--- config.mk ---
export PLATFORM = sky130hd
export DESIGN_NAME = alu_mult_ctrl
export DESIGN_NICKNAME = d
export VERILOG_FILES = /design/src/rtl/alu_mult_ctrl.sv
export SDC_FILE = /design/constraint.sdc
export NUM_CORES = 1
export LEC_CHECK = 0
export ABC_AREA = 1
export CAP_MARGIN = 5
export CORE_UTILIZATION = 40
export CTS_CLUSTER_DIAMETER = 80
export DETAILED_ROUTE_END_ITERATION = 12
export PLACE_DENSITY = 0.71
export RECOVER_POWER = 50
export REMOVE_ABC_BUFFERS = 1
export SLEW_MARGIN = 0
export SYNTH_ARGS = -nofsm -noshare
export SYNTH_HDL_FRONTEND = slang
export SYNTH_SLANG_ARGS = --single-unit
--- constraint.sdc ---
create_clock -name clk -period 4.05 [get_ports clk]
set_input_delay 0.81 -clock clk [delete_from_list [all_inputs] [get_ports clk]]
set_output_delay 0.81 -clock clk [all_outputs]
set_load 0.01 [all_outputs]
--- src/rtl/alu_mult_ctrl.sv ---
// Shift-and-add multiplier controller wrapped around an external combinational 32-bit ALU.
// Optional signed-operand support (sgn port, FIX state) is built when MULT_SIGNED_EN is defined.
module alu_mult_ctrl #(
  parameter logic [2:0] ADD_OP = 3'b010
) (
  input  logic        clk,
  input  logic        reset,
  input  logic        start,
  input  logic [31:0] mcand,
  input  logic [31:0] mplier,
`ifdef MULT_SIGNED_EN
  input  logic        sgn,
`endif
  input  logic [31:0] alu_result,
  input  logic        alu_c_out,
  output logic        ready,
  output logic        busy,
  output logic        done,
  output logic [63:0] product,
  output logic [31:0] alu_a,
  output logic [31:0] alu_b,
  output logic [2:0]  alu_oper
);

`ifdef MULT_SIGNED_EN
  typedef enum logic [1:0] {IDLE, ITER, FIX, DONE} state_t;
`else
  typedef enum logic [1:0] {IDLE, ITER, DONE} state_t;
`endif

  state_t      state_q, state_d;
  logic [31:0] hi_q, hi_d;
  logic [31:0] lo_q, lo_d;
  logic [31:0] mc_q, mc_d;
  logic [4:0]  cnt_q, cnt_d;
  logic [63:0] product_q, product_d;
  logic [63:0] step;
`ifdef MULT_SIGNED_EN
  logic        neg_q, neg_d;
  logic [63:0] fixed;

  // 0x80000000 maps to itself, which is the correct unsigned magnitude 2^31.
  function automatic logic [31:0] mag32(input logic [31:0] v);
    return v[31] ? (~v + 32'd1) : v;
  endfunction

  function automatic logic [63:0] neg64(input logic [63:0] v);
    return ~v + 64'd1;
  endfunction
`endif

  always_ff @(posedge clk) begin
    if (reset) begin
      state_q   <= IDLE;
      hi_q      <= '0;
      lo_q      <= '0;
      mc_q      <= '0;
      cnt_q     <= '0;
      product_q <= '0;
`ifdef MULT_SIGNED_EN
      neg_q     <= 1'b0;
`endif
    end else begin
      state_q   <= state_d;
      hi_q      <= hi_d;
      lo_q      <= lo_d;
      mc_q      <= mc_d;
      cnt_q     <= cnt_d;
      product_q <= product_d;
`ifdef MULT_SIGNED_EN
      neg_q     <= neg_d;
`endif
    end
  end

  always_comb begin
    state_d   = state_q;
    hi_d      = hi_q;
    lo_d      = lo_q;
    mc_d      = mc_q;
    cnt_d     = cnt_q;
    product_d = product_q;
`ifdef MULT_SIGNED_EN
    neg_d     = neg_q;
    fixed     = neg_q ? neg64({hi_q, lo_q}) : {hi_q, lo_q};
`endif
    ready     = 1'b0;
    busy      = 1'b1;
    done      = 1'b0;
    alu_a     = '0;
    alu_b     = '0;
    alu_oper  = ADD_OP;
    // 65-bit {carry, sum, lo} shifted right by one place.
    step      = {alu_c_out, alu_result, lo_q[31:1]};

    case (state_q)
      IDLE: begin
        ready = 1'b1;
        busy  = 1'b0;
        if (start) begin
          hi_d      = '0;
          cnt_d     = '0;
          product_d = '0;
          state_d   = ITER;
`ifdef MULT_SIGNED_EN
          if (sgn) begin
            mc_d  = mag32(mcand);
            lo_d  = mag32(mplier);
            neg_d = mcand[31] ^ mplier[31];
          end else begin
            mc_d  = mcand;
            lo_d  = mplier;
            neg_d = 1'b0;
          end
`else
          mc_d = mcand;
          lo_d = mplier;
`endif
        end
      end
      ITER: begin
        alu_a        = hi_q;
        alu_b        = lo_q[0] ? mc_q : 32'd0;
        {hi_d, lo_d} = step;
        cnt_d        = cnt_q + 5'd1;
        if (cnt_q == 5'd31) begin
`ifdef MULT_SIGNED_EN
          state_d = FIX;
`else
          product_d = step;
          state_d   = DONE;
`endif
        end
      end
`ifdef MULT_SIGNED_EN
      FIX: begin
        {hi_d, lo_d} = fixed;
        product_d    = fixed;
        state_d      = DONE;
      end
`endif
      DONE: begin
        done    = 1'b1;
        state_d = IDLE;
      end
      default: state_d = IDLE;
    endcase
  end

  assign product = product_q;

endmodule

==> impl_metrics.yaml <==
drt:
  drtIter0Drc: 380
  met1_length_um: 8870
  drcViolationCount: 0
  ant_nets: 0
  wl_met3_um: 1120
  dr.max_layer_used: "met4"
  routed_wl_um: 20100
  dr.pass1.iters: 5
  wl_per_cell_um: 14.0
  dr_total_vias: 6925
  wl_met2_um: 9880
  viasPerCell: 4.81
synth:
  synth_cell_types: 26
  synth_top_family_by_area: "simple AND/OR/NAND/NOR gates"
  synth_mux_area_frac: 0
  yosysTopAreaCellShare: 0.454
  synth_xor_area_frac: 0
  mappedNetlistArea_um2: 7360
  post_synth.cell_area_avg_um2: 7.24
  syn_inst: 1016
  synth_compound_area_frac: 0.0519
  yosys.area_share.simple: 0.384
  ys_ff_latch: 167
  ys_seq_area_frac: 0.454
  yosys_warnings: 0
  synth_fa_ha_area_frac: 0.00340
  synth_area_leader_cell: "dfxtp_1"
  synth.area.top_cells: "dfxtp_1 45%, nand2_1 12%, nand3_1 9.8%"
finish:
  layout_common_cells: "241 x nand2_1, 188 x nor2_1, 167 x dfxtp_1"
  final_layout_size_suffix_gt1_frac: 0.0736
  nNetsFinal: 1299
  final_common_cell: "nand2_1"
  area_growth_pct: 37.7
  fillers: 1747
  antenna-diode-count: 0
  final_cells: 1439
  finish.instance_area_um2: 10100
  utilization: 0.564
power:
  netSwitchingFraction: 0.253
  power_frac_comb: 0.116
  cellPowerDensity_nw_per_um2: 386
  leakage_nw: 4.35
  worst_ir_drop_vdd_uv: 322
  cell_internal_pwr_mw: 2.92
  pwr-share-clk: 0.437
  p_sw_mw: 0.992
  p_seq_frac: 0.447
place:
  portBuffers: 230
  post_dp_cell_area_um2: 9520
  hpwl_um: 12400
  gp_congestion: 0.771
  placed_cells: 1407
  post-place-ws_ps: 1280
critical_path:
  cp-end-kind: "register"
  path_buf_inv: 1
  cp-start-kind: "input pin"
  max_stage_delay_ps: 2150
  cp_max_fo: 36
  required_ps: 4390
  rrSetupSlack_ps: 870
  crit_family: "compound AO/OA/AOI/OAI gates"
  cpMaxStageDelayCell: "o21ai_1"
  critPathArrivalTime_ps: 3550
  critical_path_class: "input pin to register"
  ff2ff_path_depth: 7
  cp.depth: 4
  path_cells: "buf_2 > o21ai_1 > nand2_1 > a21oi_1"
floorplanning:
  core_area_um2: 18000
  die_w_um: 138
  chipHeight_um: 138
  rows: 49
  dieArea_um2: 18900
  num_io_pins: 234
  start_util: 0.409
clock_network:
  clock-sinks: 167
  cts_tree: "yes"
  numCtsBuffers: 17
  path_clk_slew_ps: 70
  cts_root_buffer: "clkbuf_16"
  post-cts-setup-buffers: 0
  cts_buffer_depth: 2
  cts.repair.resized: 0
  clk_latency_ps: 420
  htree_levels: 4
  ctsHoldBuffers: 0
sta:
  rsz0062_at_grt: "false"
  finalMaxSlewViolations: 91
  tightest_slew_ps: 2900
  hold_violations: 0
  max_slew_margin: -0.945
  setup_viol: 0
  max_freq_mhz: 312
  period_share: 0.791
  worst_slack_ps: 845
  finClkSkew_ps: 11.0
  fin_setup_tns_ps: 0
  fin_crit_ps: 3210
hold_path:
  hold_path.class: "register to register"
  min_path_cells: 2
global_routing:
  antenna_found_initial: 0
  grt_pass1_wl_um: 31500
  grt_max_degree: 89
  track_usage: 0.215
  overflow: 0
  grt_pass1_vias: 6131
outcome:
  status: "complete, but fails checks"
  violations: "capacitance limit, slew limit"
run:
  cap_viol_max_count: 2
==> tightest hold or removal path, cell delays in order, from the launching register on <==
cell	delay, ps
dfxtp_1	310
nand3_2	60
nand2_1	40
==> worst paths after layout <==
path / start / to
setup / recovery: start / hi_q[11]$_SDFFE_PP0P_
hold reg to reg: product[61]$_SDFFE_PP0P_ / product[61]$_SDFFE_PP0P_
setup reg to reg: state_q[0]$_SDFFE_PP0P_ / mc_q[29]$_SDFFE_PP0P_
hold / removal: product[61]$_SDFFE_PP0P_ / product[61]$_SDFFE_PP0P_
==> final cells by class <==
class,instances,area (um^2),area share
clock buffers,20,467,0.0461
clock inverters,12,165,0.0163
inverters,76,290,0.0287
multi-input cells,696,3220,0.318
flip-flops and latches,167,3340,0.330
well taps,229,287,0.0283
repair buffers,239,2360,0.233
==> through the flow <==
step                power, mW  hold WS, ps
floorplan                2.01          435
global placement         2.24          446
detailed placement       2.24          452
CTS                      3.96          461
global route             4.08          472
finish                   3.91          453
==> synth_stat cells, drive strengths merged <==
| master | instances |
|---|---|
| nand2 | 246 |
| nor2 | 189 |
| nand3 | 182 |
| dfxtp | 167 |
| inv | 75 |
| buf | 52 |
| a21oi | 39 |
| o21ai | 35 |
| clkbuf | 26 |
| conb | 2 |
| ha | 2 |
| clkinv | 1 |
==> cell families after synthesis <==
group	Yosys count
compound gates	74
fa+ha+maj	2
simple gates	617
other cells	2
buf+inv	154
flops	167
==> power by group through the flow <==
stage	combinational (mW)	sequential, mW	clock [mW]
4_1_cts	0.460	1.75	1.75
3_5_place_dp	0.458	1.79	0
3_3_place_gp	0.454	1.78	0
6_report	0.453	1.75	1.71
2_1_floorplan	0.233	1.78	0
5_1_grt	0.509	1.76	1.81
==> layer usage <==
layer | global-route usage | up-vias
met4 | 0.0708 | 0
met2 | 0.360 | 202
met5 | 0 | -
met1 | 0.278 | 3155
li1 | - | 3551
met3 | 0.0379 | 17
==> registers in the layout (all words and copies together) (netlist names) <==
register  flops
state_q       2
lo_q         32
cnt_q         5
mc_q         32
product      64
hi_q         32
(Power assumes the default switching activity.)
